===== config.mk =====
export PLATFORM = sky130hd
export DESIGN_NAME = pulse_rx_multi_flat
export DESIGN_NICKNAME = d
export VERILOG_FILES = /design/src/rtl/pulse_rx_multi_if.sv /design/src/rtl/pulse_rx_multi.sv /design/src/flat_wrapper.sv
export SDC_FILE = /design/constraint.sdc
export NUM_CORES = 1
export LEC_CHECK = 0
export ABC_AREA = 1
export CORE_MARGIN = 3
export CORE_UTILIZATION = 45
export DETAILED_ROUTE_END_ITERATION = 16
export PLACE_DENSITY = 0.71
export SYNTH_ARGS = -nofsm -noshare
export SYNTH_HDL_FRONTEND = slang
export SYNTH_SLANG_ARGS = --single-unit

===== constraint.sdc =====
create_clock -name clkb -period 2.5 [get_ports clkb]
set_clock_uncertainty 0.2 [all_clocks]
set_input_delay 0.625 -clock clkb [delete_from_list [all_inputs] [get_ports clkb]]
set_output_delay 0.625 -clock clkb [all_outputs]
set_load 0.005 [all_outputs]

===== src/rtl/pulse_rx_multi_if.sv =====
// Signal bundle between the foreign-domain event sources and the pulse_rx_multi
// receiver; the master side drives toggles and acks, the slave side is the receiver.
interface pulse_rx_multi_if #(
    parameter int CH    = 4,
    parameter int CNT_W = 8
);
    logic [CH-1:0]       a_tog;
    logic [CH-1:0]       b_pul;
    logic [CH-1:0]       b_pend;
    logic [CH-1:0]       b_ack;
    logic [CH-1:0]       b_ovf;
    logic [CH*CNT_W-1:0] b_cnt;
    logic                b_cnt_clr;
    logic                b_armed;

    modport master (
        output a_tog, b_ack, b_cnt_clr,
        input  b_pul, b_pend, b_ovf, b_cnt, b_armed
    );

    modport slave (
        input  a_tog, b_ack, b_cnt_clr,
        output b_pul, b_pend, b_ovf, b_cnt, b_armed
    );
endinterface


===== src/rtl/pulse_rx_multi.sv =====
// Multi-channel toggle-to-pulse synchroniser for the clkb domain, with post-reset
// arming, per-channel pending/overrun flags and saturating event counters.
module pulse_rx_multi #(
    parameter int CH          = 4,
    parameter int SYNC_STAGES = 2,
    parameter int CNT_W       = 8
) (
    input  logic              clkb,
    input  logic              rstnb,
    pulse_rx_multi_if.slave   bus
);

    localparam int                ARM_W    = $clog2(SYNC_STAGES + 1) + 1;
    localparam logic [ARM_W-1:0]  ARM_LAST = ARM_W'(SYNC_STAGES);

    typedef enum logic {
        UNARMED = 1'b0,
        ARMED   = 1'b1
    } arm_state_e;

    logic [SYNC_STAGES-1:0][CH-1:0] sync_q;
    logic [CH-1:0]                  prev_q;

    arm_state_e        state_q, state_d;
    logic [ARM_W-1:0]  arm_cnt_q, arm_cnt_d;
    logic [CH-1:0]     ev;

    logic [CH-1:0]              pul_q;
    logic [CH-1:0]              pend_q, pend_d;
    logic [CH-1:0]              ovf_q, ovf_d;
    logic [CH-1:0][CNT_W-1:0]   cnt_q, cnt_d;

    // NOTE: the sync flops sit in the async reset too, so a mid-run reset drops in-flight toggles.
    always_ff @(posedge clkb or negedge rstnb) begin
        if (!rstnb) begin
            sync_q <= '0;
            prev_q <= '0;
        end else begin
            sync_q <= {sync_q[SYNC_STAGES-2:0], bus.a_tog};
            prev_q <= sync_q[SYNC_STAGES-1];
        end
    end

    // Arming holds off detection until prev has caught up with a line that was high through reset.
    // NOTE: every always_comb output gets a default first so no branch can infer a latch.
    always_comb begin
        state_d   = state_q;
        arm_cnt_d = arm_cnt_q;
        ev        = '0;
        case (state_q)
            UNARMED: begin
                if (arm_cnt_q == ARM_LAST) state_d = ARMED;
                else                       arm_cnt_d = arm_cnt_q + 1'b1;
            end
            ARMED:   ev = sync_q[SYNC_STAGES-1] ^ prev_q;
            default: state_d = UNARMED;
        endcase
    end

    // Set beats clear on pend and ovf; a clear together with a pulse restarts the count at 1.
    always_comb begin
        pend_d = (pend_q & ~bus.b_ack) | pul_q;
        ovf_d  = (bus.b_cnt_clr ? '0 : ovf_q) | (pul_q & pend_q & ~bus.b_ack);
        for (int i = 0; i < CH; i++) begin
            cnt_d[i] = cnt_q[i];
            if (bus.b_cnt_clr)
                cnt_d[i] = pul_q[i] ? CNT_W'(1) : '0;
            else if (pul_q[i] && (cnt_q[i] != '1))
                cnt_d[i] = cnt_q[i] + 1'b1;
        end
    end

    always_ff @(posedge clkb or negedge rstnb) begin
        if (!rstnb) begin
            state_q   <= UNARMED;
            arm_cnt_q <= '0;
            pul_q     <= '0;
            pend_q    <= '0;
            ovf_q     <= '0;
            cnt_q     <= '0;
        end else begin
            state_q   <= state_d;
            arm_cnt_q <= arm_cnt_d;
            pul_q     <= ev;
            pend_q    <= pend_d;
            ovf_q     <= ovf_d;
            cnt_q     <= cnt_d;
        end
    end

    assign bus.b_pul   = pul_q;
    assign bus.b_pend  = pend_q;
    assign bus.b_ovf   = ovf_q;
    assign bus.b_cnt   = cnt_q;
    assign bus.b_armed = (state_q == ARMED);

endmodule


===== src/flat_wrapper.sv =====
// flat-port wrapper written by rule: the top's interface ports become plain ports
module pulse_rx_multi_flat 
#(
    parameter int CH          = 4,
    parameter int SYNC_STAGES = 2,
    parameter int CNT_W       = 8
)
  (clkb, rstnb, bus_a_tog, bus_b_ack, bus_b_cnt_clr, bus_b_pul, bus_b_pend, bus_b_ovf, bus_b_cnt, bus_b_armed);
  pulse_rx_multi_if #(.CH(CH), .CNT_W(CNT_W)) bus_i ();
  input  logic clkb;
  input  logic rstnb;
  input wire logic [$bits(bus_i.a_tog)-1:0] bus_a_tog;
  input wire logic [$bits(bus_i.b_ack)-1:0] bus_b_ack;
  input wire logic [$bits(bus_i.b_cnt_clr)-1:0] bus_b_cnt_clr;
  output wire logic [$bits(bus_i.b_pul)-1:0] bus_b_pul;
  output wire logic [$bits(bus_i.b_pend)-1:0] bus_b_pend;
  output wire logic [$bits(bus_i.b_ovf)-1:0] bus_b_ovf;
  output wire logic [$bits(bus_i.b_cnt)-1:0] bus_b_cnt;
  output wire logic [$bits(bus_i.b_armed)-1:0] bus_b_armed;
  assign bus_i.a_tog = bus_a_tog;
  assign bus_i.b_ack = bus_b_ack;
  assign bus_i.b_cnt_clr = bus_b_cnt_clr;
  assign bus_b_pul = bus_i.b_pul;
  assign bus_b_pend = bus_i.b_pend;
  assign bus_b_ovf = bus_i.b_ovf;
  assign bus_b_cnt = bus_i.b_cnt;
  assign bus_b_armed = bus_i.b_armed;
  pulse_rx_multi #(.CH(CH), .SYNC_STAGES(SYNC_STAGES), .CNT_W(CNT_W)) u_core (.clkb(clkb), .rstnb(rstnb), .bus(bus_i));
endmodule

# == Yosys cells after proc, flatten, opt, wreduce, memory -nomap -nowiden ==
# Cells that the tools add are included.
# word_totals
regBits,60
wordCells,56
# op_classes
reduce_logical,9
mux,16
add_sub_neg,5
n_eq_ne,5
bitwise,9
# ops
cell,n
8-bit two-way mux,8
"8-bit by 1-bit adder with 8-bit output, second input constant",4
"8-bit inequality test, second input constant",4
4-bit bitwise AND,3
4-bit two-way mux,2
4-bit OR,2
2-bit nonzero test,4
1-bit two-way mux,6
1-bit logical AND,4
4-bit inverter,1
4-bit bitwise XOR,1
"3-bit by 1-bit adder with 3-bit output, second input constant",1
"3-bit by 2-bit == test with 1-bit output, second input constant",1
1-bit inverter,2
2-bit AND reduction,1

# == Logic depth before layout (Yosys ltp) ==
# Gate-level depths: netlist of run 1.
# logic_depth
word_depth,4
depth_mapped,9

# == Least setup slack after synthesis of run 1 ==
# OpenSTA, ideal clock, no wires.
# synth_timing
path_kind,register to register
start,"reg u_core.cnt_q, in the netlist u_core.bus.b_cnt[24]"
end,"reg u_core.cnt_q, in the netlist u_core.bus.b_cnt[31]"
stages_incl_launch_ff,8
arrival_ps,1229
synth_period_minus_slack_ps,1542
path_slack_ps,958
path_cell_list,dfrtp_1 -> ha_1 -> nand2_1 -> nor2_1 -> a21oi_1 -> nand3_1 -> nand2_1 -> inv_1
# synth_between
elab_chain_cells,3
# synth_rtl
item,line_no,rtl
"start, declared",pulse_rx_multi.sv:31,"logic [CH-1:0][CNT_W-1:0] cnt_q, cnt_d;"
"start signal, assigned",pulse_rx_multi.sv:87,cnt_q <= cnt_d;
8-bit by 1-bit adder with 8-bit output or 8-bit inequality test (tied branches),"pulse_rx_multi.sv:69, pulse_rx_multi.sv:68",
8-bit two-way mux or 1-bit logical AND (tied branches),pulse_rx_multi.sv:68,else if (pul_q[i] && (cnt_q[i] != '1))
8-bit two-way mux or 2-bit nonzero test (tied branches),-,
# Several ways; a longest one is shown, not always the timed one. The select of a mux whose other input is x is not followed.
# A chain may end at the register's enable or synchronous reset.

# == Worst setup path in the final report of run 1 ==
# layout_timing
start,"reg u_core.cnt_q, in the netlist u_core.bus.b_cnt[27]"
end,out bus_b_cnt[27]
# layout_lines
item,line_no,rtl
"end, declared",flat_wrapper.sv:18,output wire logic [$bits(bus_i.b_cnt)-1:0] bus_b_cnt;
# No word-level cell between the ends.

==> impl_metrics.yaml, run 1 <==
run_status:
  outcome: "completed"
synthesis:
  syn_area_um2: 2799
  yosys.cell_types.count: 23
  ys_ff_latch: 60
  synth_area_leaders: "dfrtp_1, nand2_1, inv_1, nand3_1, nor2_1"
  syn_nets: 364
  postSynthCellCount: 347
  synth_top_flop_cell: "dfrtp_1"
  synth_common_cells: "nand2_1, dfrtp_1, inv_1"
  synth.most_common_cell: "nand2_1"
  synth_top_cell_area_share_pct: 53.64
  synth-edff-count: 0
  ys_warn_count: 0
  syn_area_per_cell_um2: 8.066
  seq_area_frac_synth_pct: 53.64
  synth_area_leader_cell: "dfrtp_1"
  async_flop_share_pct: 100.0
worst_setup_path:
  r2r-start: "u_core.bus.b_cnt[24]"
  critPathTopFamily: "buffers and inverters"
  cp.required_ns: 1.67
  reg2reg_depth: 7
  crit_arrival_ns: 1.34
  cp-end-kind: "output pin"
  cp_max_fo: 6
  crit_chain: "clkdlybuf4s50_1"
  timing.rr.end: "u_core.bus.b_cnt[31]"
  crit_slowest_cell: "clkdlybuf4s50_1"
  path_class: "reg -> out"
  critPathMaxStageDelay_ns: 0.55
  worst_setup_path_start_kind: "flop"
  r2r_slack_ns: 0.73
  path_buf_inv: 1
grt:
  grt_max_degree: 61
  overflow: 0
  grtUsageMet3_pct: 5.146
  met1_usage_pct: 23.01
  grt_usage_pct: 18.01
  grt-busiest-layer: "met2"
  antenna_found_initial: 0
  grt_use_met2_pct: 28.54
  grt_pass1_vias: 2326
  grt_pass1_wl_um: 10410
clocking:
  clock-sinks: 60
  cts-root-buf: "clkbuf_8"
  cts_tree: "done"
  clk_latency_ns: 0.33
  post-cts-setup-buffer-count: 0
  clk_pin_slew_ns: 0.06
  cts_hold_buffers: 0
  numCtsBuffers: 9
  cts.path.max_buffers: 2
  ctsResizeCount: 0
  htree_levels: 3
route:
  drt_iter0_markers: 86
  vias: 2426
  drc_errors: 0
  wl_per_cell_um: 12.25
  drt-total-wl_um: 6017
  drtAntennaViolNets: 0
  drt_first_pass_iters: 4
  viasPerCell: 4.941
timing:
  period_minus_slack_ns: 2.169
  hold_slack_ns: 0.08087
  post-route-period-util_pct: 86.75
  setup_viol: 0
  maxSlewHeadroom_pct: 70.77
  hold_viol: 0
  rsz0062_at_grt: "false"
  fmax_mhz: 461.1
  tightest_slew_ns: 0.4378
  drv_slew: 0
  fin_setup_tns_ns: 0
finish:
  antenna_cells: 0
  drive_gt1_share_pct: 6.490
  synthToLayoutAreaGrowth_pct: 28.97
  fill_cells: 537
  final_util_pct: 60.61
  final_nets: 428
floorplan:
  fp.dieH_um: 84.87
  fp.coreArea_um2: 5956
  fp-row-count: 28
  die_x_um: 84.87
  pin_count: 56
  fp.dieArea_um2: 7202
  initial_core_util_pct: 47.00
place:
  dp_hpwl_um: 4267
  portBuffers: 55
  globalplace.congestion: 0.8469
power:
  powerDensity_nw_per_um2: 575.1
  irDropWorstVdd_mv: 0.3777
  p_leak_nw: 1.780
flow_run:
  maxCapViolations: 0
worst_hold_path:
  hold_class: "in -> async"
## where the power goes
group | switching, mW | internal, mW
clock | 0.355 | 0.385
sequential | 0.0556 | 1.03
combinational | 0.122 | 0.133
## logic make-up (layout without fill, tap and decap cells)
logic type	after synthesis	in the layout	share of synthesized area (%)
simple gates	186	186	27.00
flops	60	60	53.64
compound gates	47	47	9.388
buf+inv	44	113	6.034
fa+ha+maj	6	6	2.682
xor+xnor	4	4	1.252
## layout make-up
| class | count | area, um^2 | share of cell area (%) |
|---|---|---|---|
| well taps | 75 | 93.84 | 2.600 |
| inverters | 40 | 150.1 | 4.159 |
| repair buffers | 57 | 573.1 | 15.88 |
| clock buffers | 14 | 152.6 | 4.229 |
| multi-input cells | 243 | 1129 | 31.27 |
| clock inverters | 2 | 10.01 | 0.2773 |
| flip-flops and latches | 60 | 1501 | 41.59 |
## worst max path at each step
| stage | from | endpoint | slack, ns | depth (start not counted) |
|---|---|---|---|---|
| 5_1_grt | u_core.bus.b_pul[1] | bus_b_pul[1] | 0.22 | 1 |
| 3_5_place_dp | bus_b_cnt_clr | u_core.bus.b_cnt[13] | 0.39 | 6 |
| 4_1_cts | u_core.bus.b_pul[1] | bus_b_pul[1] | 0.31 | 1 |
| 2_1_floorplan | u_core.bus.b_cnt[24] | u_core.bus.b_cnt[31] | 0.96 | 7 |
| 6_report | u_core.bus.b_cnt[27] | bus_b_cnt[27] | 0.33 | 1 |
| 3_3_place_gp | bus_b_cnt_clr | u_core.bus.b_cnt[13] | 0.45 | 6 |
## layer usage
layer,up-vias,part of all wire (%)
li1,1228,-
met2,71,47
met5,-,0
met3,7,6.4
met1,1120,46
met4,0,1.0
## through the flow
step           std cells  cell area, um^2  setup slack (ns)  power [mW]
3_3_place_gp         475             3447            0.4528       1.354
2_1_floorplan        347             2799            0.9577       1.193
3_5_place_dp         475             3447            0.3938       1.359
5_1_grt              491             3610            0.2212       2.184
4_1_cts              491             3610            0.3052       2.107
6_report             491             3610            0.3313       2.076
## cell usage in the layout (no fill, tap or decap), drive strengths merged, types with 7 or more instances in the layout
master         count
inv               40
a21oi             20
nand3             24
o21ai             17
nor2              34
nand2            123
clkbuf            14
dfrtp             60
clkdlybuf4s50     54
o21bai             7
## flip-flops by register name (all words and copies together) (netlist names)
name and flops:
u_core.sync_q 8, u_core.bus.b_pend 4, u_core.bus.b_armed 1, u_core.arm_cnt_q 3
u_core.bus.b_cnt 32, u_core.bus.b_ovf 4, u_core.prev_q 4, u_core.bus.b_pul 4
No activity file was read; power rests on OpenSTA's default activity.
==> run 2, diff against run 1 <==
--- a/config.mk
+++ b/config.mk
@@ -8,8 +8,9 @@
 export ABC_AREA = 1
 export CORE_MARGIN = 3
 export CORE_UTILIZATION = 45
+export CTS_CLUSTER_SIZE = 16
 export DETAILED_ROUTE_END_ITERATION = 16
-export PLACE_DENSITY = 0.71
+export PLACE_DENSITY = 0.69
 export SYNTH_ARGS = -nofsm -noshare
 export SYNTH_HDL_FRONTEND = slang
 export SYNTH_SLANG_ARGS = --single-unit
==> run 2 against run 1 <==
Clock power grew 29%; global-route usage grew 0.21 points; worst hold slack lost 0.0079 ns; via count grew 0.12%; largest power group unchanged; cell count is the same; register-to-register slack is essentially flat; design area grew 1.5%.
==> impl_metrics.yaml, run 2 (synthesized netlist as in run 1, its figures left out) <==
clocking:
  post-cts-setup-buffer-count: 0
  cts_hold_buffers: 0
  clock-sinks: 60
  numCtsBuffers: 9
  cts.path.max_buffers: 2
  cts_tree: "done"
  clk_latency_ns: 0.33
  ctsResizeCount: 0
  htree_levels: 3
  clk_pin_slew_ns: 0.07
  cts-root-buf: "clkbuf_8"
grt:
  grt_pass1_vias: 2383
  overflow: 0
  grtUsageMet3_pct: 3.981
  grt_usage_pct: 18.22
  met1_usage_pct: 23.35
  grt_max_degree: 61
  grt-busiest-layer: "met2"
  antenna_found_initial: 0
  grt_pass1_wl_um: 10560
  grt_use_met2_pct: 29.32
run_status:
  outcome: "completed"
power:
  irDropWorstVdd_mv: 0.5324
  power_frac_seq_pct: 47.2
  intPower_mw: 1.742
  comb_power_share_pct: 11.1
  p_sw_mw: 0.5449
  p_leak_nw: 1.808
  powerDensity_nw_per_um2: 624.2
  swShare_pct: 23.83
  clkPwrFrac_pct: 41.7
worst_setup_path:
  crit_slowest_cell: "clkdlybuf4s50_1"
  path_buf_inv: 1
  cp-end-kind: "output pin"
  crit_chain: "clkdlybuf4s50_1"
  critPathMaxStageDelay_ns: 0.56
  worst_setup_path_start_kind: "flop"
  crit_arrival_ns: 1.36
  reg2reg_depth: 7
  cp.required_ns: 1.67
  path_class: "reg -> out"
  cp_max_fo: 6
  r2r_slack_ns: 0.72
  timing.rr.end: "u_core.bus.b_cnt[31]"
  r2r-start: "u_core.bus.b_cnt[24]"
  critPathTopFamily: "buffers and inverters"
finish:
  final_nets: 428
  final_area_um2: 3664
  drive_gt1_share_pct: 7.212
  mostFrequentLayoutCell: "nand2_1"
  synthToLayoutAreaGrowth_pct: 30.89
  final_cell_mix: "nand2_1, dfrtp_1, clkdlybuf4s50_1"
  largest_register_ffs: 32
  antenna_cells: 0
floorplan:
  die_x_um: 84.87
  fp.coreArea_um2: 5956
  pin_count: 56
  initial_core_util_pct: 47.00
  fp.dieH_um: 84.87
  fp.dieArea_um2: 7202
  fp-row-count: 28
route:
  vias: 2429
  wl_per_cell_um: 12.08
  drt_iter0_markers: 93
  viasPerCell: 4.947
  drt_first_pass_iters: 5
  drtAntennaViolNets: 0
  drt-total-wl_um: 5933
  drc_errors: 0
place:
  globalplace.congestion: 0.8479
  placed_area_um2: 3447
  portBuffers: 55
  dp_hpwl_um: 4193
timing:
  tightest_slew_ns: 0.3965
  fmax_mhz: 456.9
  maxSlewHeadroom_pct: 73.52
  hold_viol: 0
  hold_slack_ns: 0.07295
  post-route-period-util_pct: 87.55
  period_minus_slack_ns: 2.189
  rsz0062_at_grt: "false"
  setup_viol: 0
  drv_slew: 0
  fin_setup_tns_ns: 0
worst_hold_path:
  hold_class: "in -> async"
flow_run:
  maxCapViolations: 0
## run 2: worst max path at each step
| stage | start | depth (start not counted) | to | slack [ns] |
|---|---|---|---|---|
| after floorplan | u_core.bus.b_cnt[24] | 7 | u_core.bus.b_cnt[31] | 0.96 |
| after global placement | bus_b_cnt_clr | 6 | u_core.bus.b_cnt[13] | 0.46 |
| after detailed placement | bus_b_cnt_clr | 6 | u_core.bus.b_cnt[28] | 0.43 |
| after CTS | u_core.bus.b_cnt[27] | 1 | bus_b_cnt[27] | 0.30 |
| after global routing | u_core.bus.b_cnt[27] | 1 | bus_b_cnt[27] | 0.25 |
| final | u_core.bus.b_cnt[27] | 1 | bus_b_cnt[27] | 0.31 |
## run 2: power groups by stage
stage | registers, mW | clock network (mW) | logic, mW
after floorplan | 1.09 | 0 | 0.102
after global placement | 1.10 | 0 | 0.255
after detailed placement | 1.10 | 0 | 0.258
after CTS | 1.08 | 0.980 | 0.259
after global routing | 1.09 | 1.03 | 0.285
final | 1.08 | 0.953 | 0.253
## run 2: area by class of cell
| type | count | area, um^2 |
|---|---|---|
| clock buffers | 11 | 141.4 |
| clock inverters | 5 | 75.07 |
| fillers | 555 | 2292 |
| inverters | 40 | 150.1 |
| multi-input cells | 243 | 1129 |
| flip-flops and latches | 60 | 1501 |
| well taps | 75 | 93.84 |
| repair buffers | 57 | 573.1 |
## run 2: routing by layer
layer	wire, um	part of all wire [%]
met1	2743	46
met3	263	4.4
met2	2802	47
met5	0	0
met4	125	2.1
## run 2: through the flow
step / total power, mW / std cells / setup WS (ns) / util [%]
floorplan: 1.193 / 347 / 0.9577 / -
global placement: 1.353 / 475 / 0.4574 / 57.88
detailed placement: 1.356 / 475 / 0.4258 / 57.88
CTS: 2.320 / 491 / 0.3011 / 61.51
global route: 2.399 / 491 / 0.2548 / 61.51
finish: 2.287 / 491 / 0.3113 / 61.51
